===== src/rtl/reg_demux_wb_if.sv =====
// Write-request handshake between a producer and the register-bank write demux.
// Carries the destination slot, the data word and the valid/ready pair.
`ifndef REG_WIDTH
`define REG_WIDTH 8
`endif

interface reg_demux_wb_if #(
    parameter int SIGNAL_WIDTH   = `REG_WIDTH,
    parameter int SELECTOR_WIDTH = 4
);
    logic                      in_valid;
    logic [SELECTOR_WIDTH-1:0] in_sel;
    logic [SIGNAL_WIDTH-1:0]   in_data;
    logic                      in_ready;

    modport master (output in_valid, output in_sel, output in_data, input in_ready);
    modport slave  (input in_valid, input in_sel, input in_data, output in_ready);
endinterface


===== src/rtl/reg_demux_wb.sv =====
// Write-back demux for the 16-entry register bank: a 2-deep request FIFO
// drains one write per cycle into held slots and pulses a one-hot strobe.
//
// state | meaning
// EMPTY | no buffered request, nothing to drain
// ONE   | one request buffered, drains next edge unless hold
// FULL  | two requests buffered, in_ready low
`ifndef REG_WIDTH
`define REG_WIDTH 8
`endif

module reg_demux_wb #(
    parameter int SIGNAL_WIDTH   = `REG_WIDTH,
    parameter int SELECTOR_WIDTH = 4
) (
    input  logic                       clk,
    input  logic                       rst_n,
    reg_demux_wb_if.slave              wb,
    input  logic                       hold,
    output logic [16*SIGNAL_WIDTH-1:0] bank_flat,
    output logic [15:0]                wr_strobe,
    output logic [1:0]                 pending
);

    typedef enum logic [1:0] {
        EMPTY = 2'd0,
        ONE   = 2'd1,
        FULL  = 2'd2
    } fill_t;

    fill_t                     state;
    logic                      head;
    logic                      tail;
    logic [SELECTOR_WIDTH-1:0] fifo_sel  [2];
    logic [SIGNAL_WIDTH-1:0]   fifo_data [2];
    logic [SIGNAL_WIDTH-1:0]   bank      [16];
    logic                      accept;
    logic                      drain;

    // No pass-through when full: readiness depends on the registered count only.
    assign wb.in_ready = (state != FULL);
    assign accept      = wb.in_valid && wb.in_ready;
    assign drain       = (state != EMPTY) && !hold;
    assign pending     = state;

    for (genvar i = 0; i < 16; i++) begin : g_flat
        assign bank_flat[i*SIGNAL_WIDTH +: SIGNAL_WIDTH] = bank[i];
    end

    always_ff @(posedge clk or negedge rst_n) begin
        if (!rst_n) begin
            state     <= EMPTY;
            head      <= 1'b0;
            tail      <= 1'b0;
            wr_strobe <= '0;
            for (int i = 0; i < 2; i++) begin
                fifo_sel[i]  <= '0;
                fifo_data[i] <= '0;
            end
            for (int i = 0; i < 16; i++) begin
                bank[i] <= '0;
            end
        end else begin
            wr_strobe <= '0;
            if (accept) begin
                fifo_sel[tail]  <= wb.in_sel;
                fifo_data[tail] <= wb.in_data;
                tail            <= ~tail;
            end
            // Drain reads the pre-edge head, so a request accepted now waits a cycle.
            if (drain) begin
                bank[fifo_sel[head]] <= fifo_data[head];
                wr_strobe            <= 16'h0001 << fifo_sel[head];
                head                 <= ~head;
            end
            case ({accept, drain})
                2'b10:   state <= (state == EMPTY) ? ONE : FULL;
                2'b01:   state <= (state == FULL) ? ONE : EMPTY;
                default: state <= state;
            endcase
        end
    end

endmodule


===== src/flat_wrapper.sv =====
// flat-port wrapper written by rule: the top's interface ports become plain ports
module reg_demux_wb_flat 
#(
    parameter int SIGNAL_WIDTH   = `REG_WIDTH,
    parameter int SELECTOR_WIDTH = 4
)
  (clk, rst_n, hold, bank_flat, wr_strobe, pending, wb_in_valid, wb_in_sel, wb_in_data, wb_in_ready);
  reg_demux_wb_if #(.SIGNAL_WIDTH(SIGNAL_WIDTH), .SELECTOR_WIDTH(SELECTOR_WIDTH)) wb_i ();
  input  logic clk;
  input  logic rst_n;
  input  logic hold;
  output logic [16*SIGNAL_WIDTH-1:0] bank_flat;
  output logic [15:0] wr_strobe;
  output logic [1:0] pending;
  input wire logic [$bits(wb_i.in_valid)-1:0] wb_in_valid;
  input wire logic [$bits(wb_i.in_sel)-1:0] wb_in_sel;
  input wire logic [$bits(wb_i.in_data)-1:0] wb_in_data;
  output wire logic [$bits(wb_i.in_ready)-1:0] wb_in_ready;
  assign wb_i.in_valid = wb_in_valid;
  assign wb_i.in_sel = wb_in_sel;
  assign wb_i.in_data = wb_in_data;
  assign wb_in_ready = wb_i.in_ready;
  reg_demux_wb #(.SIGNAL_WIDTH(SIGNAL_WIDTH), .SELECTOR_WIDTH(SELECTOR_WIDTH)) u_core (.clk(clk), .rst_n(rst_n), .wb(wb_i), .hold(hold), .bank_flat(bank_flat), .wr_strobe(wr_strobe), .pending(pending));
endmodule

===== config.mk =====
export PLATFORM = sky130hd
export DESIGN_NAME = reg_demux_wb_flat
export DESIGN_NICKNAME = d
export VERILOG_FILES = /design/src/rtl/reg_demux_wb_if.sv /design/src/rtl/reg_demux_wb.sv /design/src/flat_wrapper.sv
export SDC_FILE = /design/constraint.sdc
export NUM_CORES = 1
export LEC_CHECK = 0
export CAP_MARGIN = 20
export CORE_MARGIN = 1
export CORE_UTILIZATION = 50
export DETAILED_ROUTE_END_ITERATION = 6
export DONT_BUFFER_PORTS = 1
export PLACE_DENSITY = 0.63
export SETUP_SLACK_MARGIN = 0.05
export SYNTH_ARGS = -nofsm -noshare
export SYNTH_HDL_FRONTEND = slang
export SYNTH_SLANG_ARGS = --single-unit

===== constraint.sdc =====
create_clock -name clk -period 2.16 [get_ports clk]
set_input_delay 0.648 -clock clk [delete_from_list [all_inputs] [get_ports clk]]
set_output_delay 0.648 -clock clk [all_outputs]
set_load 0.005 [all_outputs]

# After elaboration in Yosys (flattened, before gate mapping)
# Index checks and enable logic that the tools add are counted.
dict set report word_totals {
  ff_bits 172
  latchBits 0
  mem_bits_rw 0
  rom_bits 0
  mem_count 0
}
dict set report op_classes {
  n_addsub 0
  multipliers 0
  n_div 0
  order_cmp 5
  n_eq_ne 4
  shifts 1
  n_mux 19
  bitwise_logic 5
  reduce_logical 8
}
# cell count
set ops {}
lappend ops {{bitwise mux 128 bit} 1}
lappend ops {{2-to-1 mux 8 bit} 5}
lappend ops {{demux 8 bit (select 4 bit)} 1}
lappend ops {{bitwise mux 16 bit} 1}
lappend ops {{2-to-1 mux 16 bit} 1}
lappend ops {{2-to-1 mux 4 bit} 4}
lappend ops {{left shift 1 x 4 -> 16 bit, first input constant} 1}
lappend ops {{bitwise mux 8 bit} 1}
lappend ops {{demux 8 bit (select 1 bit)} 1}
lappend ops {{>= comparator 5 bit, second input constant} 1}
lappend ops {{less-than comparator 5 x 1 -> 1 bit, second input constant} 1}
lappend ops {{inverter 4 -> 5 bit} 1}
lappend ops {{demux 4 bit (select 1 bit)} 1}
lappend ops {{equality test 2 bit, second input constant} 2}
lappend ops {{>= comparator 2 bit, second input constant} 2}
lappend ops {{logical AND 1 bit} 4}
lappend ops {{inverter 1 -> 2 bit} 2}
lappend ops {{one-hot mux 2 bit (2 select lines)} 1}
lappend ops {{nonzero test 2 bit} 2}
lappend ops {{equality test 2 x 1 -> 1 bit, second input constant} 1}
lappend ops {{zero test 2 bit} 1}
lappend ops {{less-than comparator 2 x 1 -> 1 bit, second input constant} 1}
lappend ops {{2-to-1 mux 2 bit} 1}
lappend ops {{!= test 2 bit, second input constant} 1}
lappend ops {{3 further kinds} 4}

# Depth between registers and ports, before layout
dict set report depth {
  ltp_word 10
  ltp_mapped 7
}

# Least setup slack after synthesis
# No wires, ideal clock.
dict set report synth_path {
  path_kind {in2reg}
  from {input hold}
  to {register u_core.bank, in the netlist u_core.bank_flat[24]}
  setup_time_ns 0.142
  arrival_time_ns 1.865
  t_required_ns 2.018
  path_slack_ns 0.153
  cell_stages 7
  n_path_buf 2
  cell_sequence {o21bai_2 > buf_4 > inv_1 > o2111ai_1 > buf_4 > nand2_1 > o21ai_0}
}
dict set report synth_via {
  elab_chain_cells 2
}
# element line
set synth_lines {}
lappend synth_lines {{start, declared} flat_wrapper.sv:11} ;# input logic hold;
lappend synth_lines {{zero test 1 bit} reg_demux_wb.sv:43} ;# assign drain = (state != EMPTY) && !hold;
lappend synth_lines {{logical AND 1 bit} reg_demux_wb.sv:43}
lappend synth_lines {{via u_core.drain} reg_demux_wb.sv:38} ;# logic drain;
lappend synth_lines {{end signal, assigned by index} reg_demux_wb.sv:72} ;# bank[fifo_sel[head]] <= fifo_data[head];
lappend synth_lines {{end, declared} reg_demux_wb.sv:36} ;# logic [SIGNAL_WIDTH-1:0] bank [16];
# The timed path passes the listed nets, and every way through them passes these cells.
# A chain may end at the register's enable or synchronous reset.

# Final worst setup path
dict set report layout_path {
  from {register u_core.head}
  to {register u_core.bank, in the netlist u_core.bank_flat[59]}
}
dict set report layout_via {
  elab_chain_cells 10
  elab_cells_between_ends 14
  classes_between {order compare (2); mux (9); bitwise (2); reduce/logical (1)}
}
# element line
set layout_lines {}
lappend layout_lines {{start, declared} reg_demux_wb.sv:32} ;# logic head;
lappend layout_lines {{start signal, assigned} reg_demux_wb.sv:74} ;# head <= ~head;
lappend layout_lines {{inverter 1 -> 2 bit (implied by the code) (*)} reg_demux_wb.sv:72}
lappend layout_lines {{2-to-1 mux 4 bit (implied by the code) (3 in series)} reg_demux_wb.sv:72}
lappend layout_lines {{inverter 4 -> 5 bit (implied by the code)} reg_demux_wb.sv:72}
lappend layout_lines {{>= comparator 5 bit (implied by the code) or less-than comparator 5 x 1 -> 1 bit (tied branches)} reg_demux_wb.sv:72}
lappend layout_lines {{logical AND 1 bit (implied by the code)} reg_demux_wb.sv:72}
lappend layout_lines {{2-to-1 mux 8 bit (implied by the code)} reg_demux_wb.sv:72}
lappend layout_lines {{demux 8 bit (select 4 bit)} reg_demux_wb.sv:72}
lappend layout_lines {{bitwise mux 128 bit (*)} reg_demux_wb.sv:72}
# Mark *: on every way between the ends. The rest lies on a longest branch, timed or not. The select of a mux whose other input is x is not followed.

==> summary.md <==
| Metric | Value |
|---|---|
| Initial antenna violation count | `0` |
| Switching share of power | `38.04%` |
| Via density | `~5.4` |
| Vias in the first global route | `3979` |
| Ant diodes | `0` |
| Setup crit start kind | `register` |
| Combinational fraction of design power | `33.3%` |
| WP data required | `2500 ps` |
| Total track usage | `22.67%` |
| Max incr delay on CP | `470 ps` |
| Initial Util | `a little over half` |
| Worst path arrival time | `2360 ps` |
| Design area | `approximately 7700 um^2` |
| Finished Layout Cells | `approximately 750` |
| Crit end category | `register` |
| Clock Power Share | `a little over a fifth` |
| Grt met2 use | `35.40%` |
| Largest cells by area after synthesis | `dfrtp_1 (64%), a21oi_1 (4.5%), mux2_2 (4.2%), mux2i_1 (3.6%), nor2_1 (3.3%)` |
| Final nets | `588` |
| Synth warn | `0` |
| Fin crit share | `a little over nine tenths` |
| Multi-input gate area | `about 2200 um^2` |
| Setup TNS | `0 ps` |
| Fmax | `494.4 MHz` |
| Maximum vdd drop | `~0.75 mV` |
| DIE AREA | `roughly 14000 um^2` |
| Register Area | `4304 um^2` |
| Synth unique cells | `35` |
| Area growth syn-to-layout | `15.15%` |
| Remaining DRCs | `0` |
| Fin crit period | `2023 ps` |
| Via Count | `slightly above 4000` |
| Post-synth EDFFs | `0` |
| Pwr Total | `between 10 and 15 mW` |
| Layout cell share with drive strength beyond 1 | `between 20 and 25%` |
| CP Class | `reg2reg` |
| FF+latch count, synth | `172` |
| GRT met1 Usage | `28.95%` |
| Register area share after synthesis | `64.26%` |
| Post-layout util | `between 60 and 70%` |
| Synth Instances | `543` |
| CTS tree | `built` |
| Post-DP HPWL | `between 9000 and 10000 um` |
| H-tree Lvls | `4` |
| Clk buf depth | `2` |
| Site Rows | `41` |
| Largest net degree at the start of global routing | `about 170` |
| Setup slack after layout | `around 140 ps` |
| Relative slew slack | `about 59%` |
| First-pass GRT wire length | `~24000 um` |
| Drt first pass iters | `5` |
| Max-Cap Viols | `0` |
| CTS Root Cell | `clkbuf_16` |
| Pins Over Slew Limit | `0` |
| Area leader, netlist | `dfrtp_1` |
| Synthesized area | `between 6000 and 7000 um^2` |
| Hold crit path type | `in2async` |
| GRT overflow | `0` |
| GRT busiest layer | `met2` |
| Static leakage | `roughly 3.6 nW` |
| CTS Buf Count | `17` |
| Routed Antenna Nets | `0` |
| Worst clock skew | `roughly 6.5 ps` |
| Final Hold Fails | `between 150 and 200` |
| Mapped Nets | `560` |
| Die Wd | `117.7 um` |
| Worst slew pin tran | `approximately 610 ps` |
| Status | `complete, but fails checks` |
| Unrepaired setup endpoints after global routing | `yes` |
| Power per standard cell area | `approximately 1700 nW/um^2` |
| CTS sink cnt | `between 150 and 200` |
| Internal | `8.100 mW` |
| Violated checks | `negative hold slack` |
| PortBufs | `0` |
| Die span in y | `~120 um` |
| RePlAce Congestion | `about 0.79` |
| P_sw | `roughly 5.0 mW` |
| Slowest cell on the critical path | `dfrtp_1` |
| Crit Path Max Fanout | `17` |
| 1st-iter DRT viols | `approximately 230` |
| Final setup fails | `0` |
| # IOs | `about 160` |
| Placed cell count | `717` |
| Synth top area share | `between 60% and 70%` |
| Fillers | `just over 1000` |
| Post-placement setup slack | `-43.98 ps` |
| Clk slew on worst S/H paths | `60 ps` |
| Core box area | `12820 um^2` |
| Syn_area_per_cell | `around 12 um^2` |
| Seq pwr share | `a little under half` |
| Avg WL per Cell | `around 20 um` |
| Placed cell areas | `about 7100 um^2` |
| Worst-Skew Late Latency | `~420 ps` |
| CP Cell Sequence | `buf_4 > mux2i_4 > buf_4 > buf_12 > a2111oi_4 > buf_12 > nor2_1 > a21oi_1` |
| Prevailing post-synth register cell | `dfrtp_1` |
| Share of flip-flops with an asynchronous set or reset after synthesis | `100.0%` |
| Met3 Usage GRT | `a little under a tenth` |
| Final Hold Slack | `-76.00 ps` |
| Routed wire length | `~15000 um` |
## sequential cells by signal, indices dropped and copies added, names as in the netlist
name / cells
u_core.fifo_data: 16
u_core.wr_strobe: 16
u_core.head: 1
u_core.tail: 1
u_core.fifo_sel: 8
u_core.bank_flat: 128
u_core.pending: 2
## power by group through the flow
| stage | Combinational, mW | Sequential [mW] | Clock (mW) |
|---|---|---|---|
| global route | 4.78 | 6.09 | 3.01 |
| global placement | 4.05 | 5.92 | 0 |
| CTS | 4.26 | 5.92 | 2.86 |
| finish | 4.35 | 5.91 | 2.81 |
| floorplan | 2.83 | 5.51 | 0 |
| detailed placement | 4.20 | 5.95 | 0 |
## Yosys cell counts (all sizes together) (3+ instances only)
cell type  number
clkbuf          8
nand2          50
mux2           26
dfrtp         172
a2111oi         8
a21oi          66
o21ai          48
o2111ai         4
buf            23
mux2i          26
nand3b          3
nor2           65
inv            26
## kinds of logic (layout without fill, tap and decap cells)
| group | count (synthesis) | count (layout) | share of synthesized area, % |
|---|---|---|---|
| XOR/XNOR | 3 | 3 | 0.3924 |
| adder cells (fa/ha/maj) | 1 | 1 | 0.1868 |
| AND/OR/NAND/NOR | 128 | 128 | 8.108 |
| multiplexers | 52 | 52 | 8.687 |
| buffers and inverters | 57 | 94 | 4.801 |
| flip-flops | 172 | 172 | 64.26 |
| AO/OA/AOI/OAI | 130 | 131 | 13.56 |
## per-layer routing
layer | part of all wire (%) | vias to the layer above
li1 | - | 1891
met1 | 42 | 2061
met2 | 48 | 138
met3 | 8.5 | 13
met4 | 1.1 | 0
met5 | 0 | -
## area by class of cell
class / count / area share, %
Clock buffer: 23 / 6.197
Clock inverter: 6 / 0.8436
Inverter: 26 / 1.265
Multi-Input combinational cell: 315 / 28.07
Sequential cell: 172 / 55.81
Tap cell: 172 / 2.790
Timing Repair Buffer: 39 / 5.029
## path summary, 6_finish.rpt
path	slack, ps	depth (start not counted)	from	endpoint
setup / recovery	140	8	u_core.head$_DFFE_PN0P_	u_core.bank_flat[59]$_DFFE_PN0P_
hold / removal	-80	0	rst_n	u_core.wr_strobe[3]$_DFF_PN0_
setup reg to reg	140	8	u_core.head$_DFFE_PN0P_	u_core.bank_flat[59]$_DFFE_PN0P_
hold reg to reg	500	1	u_core.tail$_DFFE_PN0P_	u_core.tail$_DFFE_PN0P_
max in group asynchronous	2010	0	rst_n	u_core.bank_flat[105]$_DFFE_PN0P_
min in group clk	370	1	wb_in_data[7]	u_core.fifo_data[7]$_DFFE_PN0P_
## layout by cell type, fill, tap and decap left out, drive strengths merged, types with 2 or more instances in the layout
| cell | n |
|---|---|
| o2111ai | 4 |
| mux2i | 26 |
| inv | 26 |
| or3b | 2 |
| xnor2 | 2 |
| clkinvlp | 4 |
| nor3 | 2 |
| nand2 | 50 |
| buf | 39 |
| a2111o | 3 |
| nand4 | 2 |
| nand3 | 2 |
| a21oi | 66 |
| clkbuf | 23 |
| a2111oi | 8 |
| nor2 | 65 |
| dfrtp | 172 |
| mux2 | 26 |
| o21ai | 48 |
| nand3b | 3 |
## critical path: cells and delay by family, from the launching register on
| kind | cells | cell delay (ps) |
|---|---|---|
| simple gates | 1 | 50 |
| flops | 1 | 470 |
| buf+inv | 4 | 750 |
| mux | 1 | 200 |
| compound gates | 2 | 470 |
## timing repair
| action | CTS | global route |
|---|---|---|
| setup buffers | 0 | 6 |
| resized for setup | 3 | 5 |
| gates cloned | 0 | 1 |
| pin swaps | 0 | 2 |
| endpoints found under the hold margin | 172 | 172 |
| setup endpoints to repair | 16 | 66 |
(Power assumes the default switching activity.)
